[src/rtl/fifo_sync_param.sv]
// Parametrised single-clock FIFO with occupancy count, almost-full/empty thresholds,
// overflow/underflow pulses, synchronous flush and a registered read port.
module fifo_sync_param #(
  parameter int unsigned WIDTH    = 8,
  parameter int unsigned DEPTH    = 16,
  parameter int unsigned AF_LEVEL = DEPTH - 2,
  parameter int unsigned AE_LEVEL = 2
) (
  input  logic                     clk,
  input  logic                     rst,
  input  logic                     clear,
  input  logic                     push,
  input  logic                     pop,
  input  logic [WIDTH-1:0]         din,
  output logic [WIDTH-1:0]         dout,
  output logic                     dout_valid,
  output logic                     full,
  output logic                     empty,
  output logic                     almost_full,
  output logic                     almost_empty,
  output logic [$clog2(DEPTH):0]   count,
  output logic                     overflow,
  output logic                     underflow
);

  localparam int unsigned AW = $clog2(DEPTH);
  localparam int unsigned CW = AW + 1;

  logic [WIDTH-1:0] mem_q [DEPTH];

  logic [AW-1:0]    wr_ptr_q, wr_ptr_d;
  logic [AW-1:0]    rd_ptr_q, rd_ptr_d;
  logic [CW-1:0]    count_q, count_d;
  logic [WIDTH-1:0] dout_q, dout_d;
  logic             dout_valid_q, dout_valid_d;
  logic             full_q, full_d;
  logic             empty_q, empty_d;
  logic             almost_full_q, almost_full_d;
  logic             almost_empty_q, almost_empty_d;
  logic             overflow_q, overflow_d;
  logic             underflow_q, underflow_d;

  logic             pop_ok;
  logic             push_ok;

  // Acceptance: a pop frees a slot in the same edge, so a full FIFO can still take a push.
  always_comb begin
    pop_ok  = pop && !empty_q && !clear;
    push_ok = push && (!full_q || pop_ok) && !clear;
  end

  // Next-state for pointers, occupancy, read port and event pulses.
  always_comb begin
    wr_ptr_d     = wr_ptr_q;
    rd_ptr_d     = rd_ptr_q;
    count_d      = count_q;
    dout_d       = dout_q;
    dout_valid_d = 1'b0;
    overflow_d   = 1'b0;
    underflow_d  = 1'b0;

    if (clear) begin
      wr_ptr_d = '0;
      rd_ptr_d = '0;
      count_d  = '0;
    end else begin
      if (push_ok) begin
        wr_ptr_d = wr_ptr_q + AW'(1);
      end
      if (pop_ok) begin
        rd_ptr_d     = rd_ptr_q + AW'(1);
        dout_d       = mem_q[rd_ptr_q];
        dout_valid_d = 1'b1;
      end
      count_d     = count_q + CW'(push_ok) - CW'(pop_ok);
      overflow_d  = push && !push_ok;
      underflow_d = pop && !pop_ok;
    end
  end

  // Status flags precomputed from the next count so they are plain flops.
  always_comb begin
    full_d         = (count_d == CW'(DEPTH));
    empty_d        = (count_d == '0);
    almost_full_d  = (count_d >= CW'(AF_LEVEL));
    almost_empty_d = (count_d <= CW'(AE_LEVEL));
  end

  always_ff @(posedge clk) begin
    if (rst) begin
      wr_ptr_q       <= '0;
      rd_ptr_q       <= '0;
      count_q        <= '0;
      dout_q         <= '0;
      dout_valid_q   <= 1'b0;
      full_q         <= 1'b0;
      empty_q        <= 1'b1;
      almost_full_q  <= (AF_LEVEL == 0);
      almost_empty_q <= 1'b1;
      overflow_q     <= 1'b0;
      underflow_q    <= 1'b0;
    end else begin
      wr_ptr_q       <= wr_ptr_d;
      rd_ptr_q       <= rd_ptr_d;
      count_q        <= count_d;
      dout_q         <= dout_d;
      dout_valid_q   <= dout_valid_d;
      full_q         <= full_d;
      empty_q        <= empty_d;
      almost_full_q  <= almost_full_d;
      almost_empty_q <= almost_empty_d;
      overflow_q     <= overflow_d;
      underflow_q    <= underflow_d;
    end
  end

  // Storage array; contents survive reset and flush.
  always_ff @(posedge clk) begin
    if (!rst && push_ok) begin
      mem_q[wr_ptr_q] <= din;
    end
  end

  always_comb begin
    dout         = dout_q;
    dout_valid   = dout_valid_q;
    full         = full_q;
    empty        = empty_q;
    almost_full  = almost_full_q;
    almost_empty = almost_empty_q;
    count        = count_q;
    overflow     = overflow_q;
    underflow    = underflow_q;
  end

endmodule

[config.mk]
export PLATFORM = sky130hd
export DESIGN_NAME = fifo_sync_param
export DESIGN_NICKNAME = d
export VERILOG_FILES = /design/src/rtl/fifo_sync_param.sv
export SDC_FILE = /design/constraint.sdc
export NUM_CORES = 1
export LEC_CHECK = 0
export ABC_AREA = 0
export CAP_MARGIN = 0
export CORE_AREA = 2 2 145 147
export CTS_BUF_LIST = sky130_fd_sc_hd__clkbuf_4
export DETAILED_ROUTE_END_ITERATION = 7
export DIE_AREA = 0 0 147 149
export PLACE_DENSITY = 0.44
export SLEW_MARGIN = 20
export SYNTH_ARGS = -nofsm -noshare
export SYNTH_HDL_FRONTEND = slang
export SYNTH_SLANG_ARGS = --single-unit
[constraint.sdc]
create_clock -name clk -period 3.96 [get_ports clk]
set_input_delay 0.792 -clock clk [delete_from_list [all_inputs] [get_ports clk]]
set_output_delay 0.792 -clock clk [all_outputs]
set_load 0.02 [all_outputs]
==> impl_metrics.yaml <==
pwr:
  power-per-cell-area_nw_per_um2: 398
  p_leak_nw: 2.29
  vdd_drop_max_mv: 0.192
timing:
  relSlewSlack: 0.349
  min_period_ns: 3.13
  fin_skew_ns: 0.0162
  max_freq_ghz: 0.319
  finalHoldViolCount: 0
  setup_slack_ns: 0.828
  slew_violations: 0
  worst_pin_slew_ns: 0.976
  rsz0062_at_grt: "false"
  setup_viol: 0
  tns_ns: 0
  fin_crit_sh: 0.791
yosys:
  synthMuxAreaShare: 0.159
  synth_cell_type_count: 36
  synthCells: 334
  synth_fp_nets: 358
  synth_top_family_by_area: "multiplexers"
  synthTopCellsByCount: "edfxtp_1 (128), dfxtp_1 (28), nor2_1 (23)"
  synth.most_common_cell: "edfxtp_1"
  synth_edf_count: 128
  yosys_most_used_dff: "edfxtp_1"
  synth_compound_area_frac: 0.0287
  yosys.area.top_type: "edfxtp_1"
  syn-cell-area_um2: 6200
  seq_area_frac_synth: 0.711
  synthAdderAreaFrac: 0.0234
  async_flop_share: 0
  synth_top_area_frac: 0.620
  synth-simple-area-share: 0.0432
  ys_top_cells_by_area: "edfxtp_1 (62%), dfxtp_1 (9.0%), mux4_1 (7.2%)"
  ys_ff_latch: 156
  yosys.area_share.xor_xnor: 0.0141
  yosys_warnings: 0
  avgSynthCellArea_um2: 18.6
worst_setup_path:
  r2r-end: "almost_empty"
  rr_worst_depth: 10
  worstSetupStartpointType: "input pin"
  path_max_fanout: 5
  timing_worst_setup_path_type: "input pin to flip-flop"
  cp-end-kind: "flip-flop"
  cp_data_arrival_time_ns: 3.59
  r2r_slack_ns: 1.26
  worstReg2RegStart: "empty"
  critPathRequiredTime_ns: 4.41
cts:
  cts_max_level: 4
  ctsResizeCount: 0
  numCtsBuffers: 17
  clk_pin_slew_ns: 0.13
  cts_setup_buffers: 0
  worstSkewPairLatency_ns: 0.54
  max-clock-path-buffers: 2
  cts_tree: "yes"
  root_buffer: "clkbuf_4"
  clock-sinks: 156
  ctsHoldBuffers: 0
worst_hold_path:
  hold-path-endpoint: "dout[7]"
  min_path_cells: 2
  hold_class: "flip-flop to flip-flop"
  min_from: "dout[7]"
route:
  first_iter_violations: 178
  drtAntennaViolNets: 0
  vias: 3177
  wirelength_mm: 14.0
  drt_first_pass_iters: 4
  wl_per_cell_um: 20.4
  drc_errors: 0
  vias_per_cell: 4.64
global_route:
  grt_usage: 0.134
  grt_pass1_wl_mm: 21.0
  antenna_found_initial: 1
  first_global_vias: 3317
  grt-ovfl-total: 0
  grt_start_max_net_pins: 28
status:
  status: "completed"
die:
  start_util: 0.302
  pin_count: 33
  die-area_um2: 21900
  core-area_um2: 20600
  rows: 53
  die_h_um: 149
  die-width_um: 147
finish:
  drive_above_1_share: 0.203
  fin_nets: 421
  layout-area-overhead-vs-synth_pct: 16.9
  fillers: 2003
placement:
  hpwl_mm: 9.16
  gp_congestion: 0.798
  pre_cts_slack_ns: 0.288
  port_buffers: 32
run:
  cap_violations: 0
[registers in the layout, indices dropped and copies added (netlist names)]
register      flops
full              1
almost_full       1
almost_empty      1
overflow          1
dout_valid        1
underflow         1
rd_ptr_q          4
mem_q           128
dout              8
count             5
empty             1
wr_ptr_q          4
[metrics by stage]
stage | total power, W | hold WS (ns) | instance area (um2) | std cells | util
floorplan | 0.00192 | 0.533 | 6200 | 334 | -
global placement | 0.00200 | 0.455 | 6980 | 653 | 0.340
detailed placement | 0.00200 | 0.451 | 6980 | 653 | 0.340
CTS | 0.00292 | 0.469 | 7240 | 684 | 0.352
global route | 0.00301 | 0.495 | 7250 | 685 | 0.353
finish | 0.00289 | 0.463 | 7250 | 685 | 0.353
[worst max-delay path: stages]
cell	delay [ns]
clkdlybuf4s50_1	0.48
or3b_2	0.50
inv_1	0.13
ha_1	0.14
inv_1	0.04
ha_1	0.20
fa_1	0.42
a21o_1	0.18
a21oi_1	0.20
xnor2_1	0.18
o41ai_1	0.32
[area by class of cell]
| class | instances | area (um2) | area share |
|---|---|---|---|
| Antenna cell | 1 | 2.50 | 0.000345 |
| Clock buffer | 18 | 135 | 0.0186 |
| Clock inverter | 13 | 126 | 0.0174 |
| Inverter | 10 | 37.5 | 0.00518 |
| Multi-Input combinational cell | 152 | 1660 | 0.230 |
| Sequential cell | 156 | 4410 | 0.608 |
| Tap cell | 275 | 344 | 0.0475 |
| Timing Repair Buffer | 60 | 531 | 0.0732 |
[cells by family after synthesis]
logic type | Yosys count
xor gates and xnor gates | 10
adders and majority gates | 11
muxes | 50
and+or+nand+nor | 55
buffers and inverters | 26
DFF | 156
AOI/OAI and AO/OA | 26
[where the power goes]
group          switching (W)  internal, W
clock network       0.000552     0.000371
registers          0.0000138      0.00179
logic              0.0000878    0.0000752
[how the worst max path moves through the flow]
stage,startpoint,end,slack [ns]
finish,clear,almost_empty,0.83
global route,clear,almost_empty,0.68
CTS,clear,almost_empty,0.86
detailed placement,clear,full,0.29
global placement,clear,full,0.33
floorplan,clear,full,0.87
[cell usage in the layout, fill, tap and decap left out, drive strengths merged, types with 6 or more instances in the layout]
cell	synthesis	layout
nand2	9	9
clkinv	0	7
mux4	33	33
clkdlybuf4s50	0	32
edfxtp	128	128
nor2	23	23
mux2	7	7
dfxtp	28	28
and2	6	6
buf	9	28
mux2i	10	10
xnor2	6	6
a22oi	7	7
inv	10	11
ha	10	10
clkbuf	7	18
o22ai	7	7
[layer usage]
metal / part of all wire / global-route usage / up-vias
li1: - / - / 1456
met1: 0.46 / 0.178 / 1639
met2: 0.48 / 0.219 / 69
met3: 0.045 / 0.0361 / 13
met4: 0.013 / 0.0394 / 0
met5: 0 / 0 / -
(Power assumes the default switching activity.)
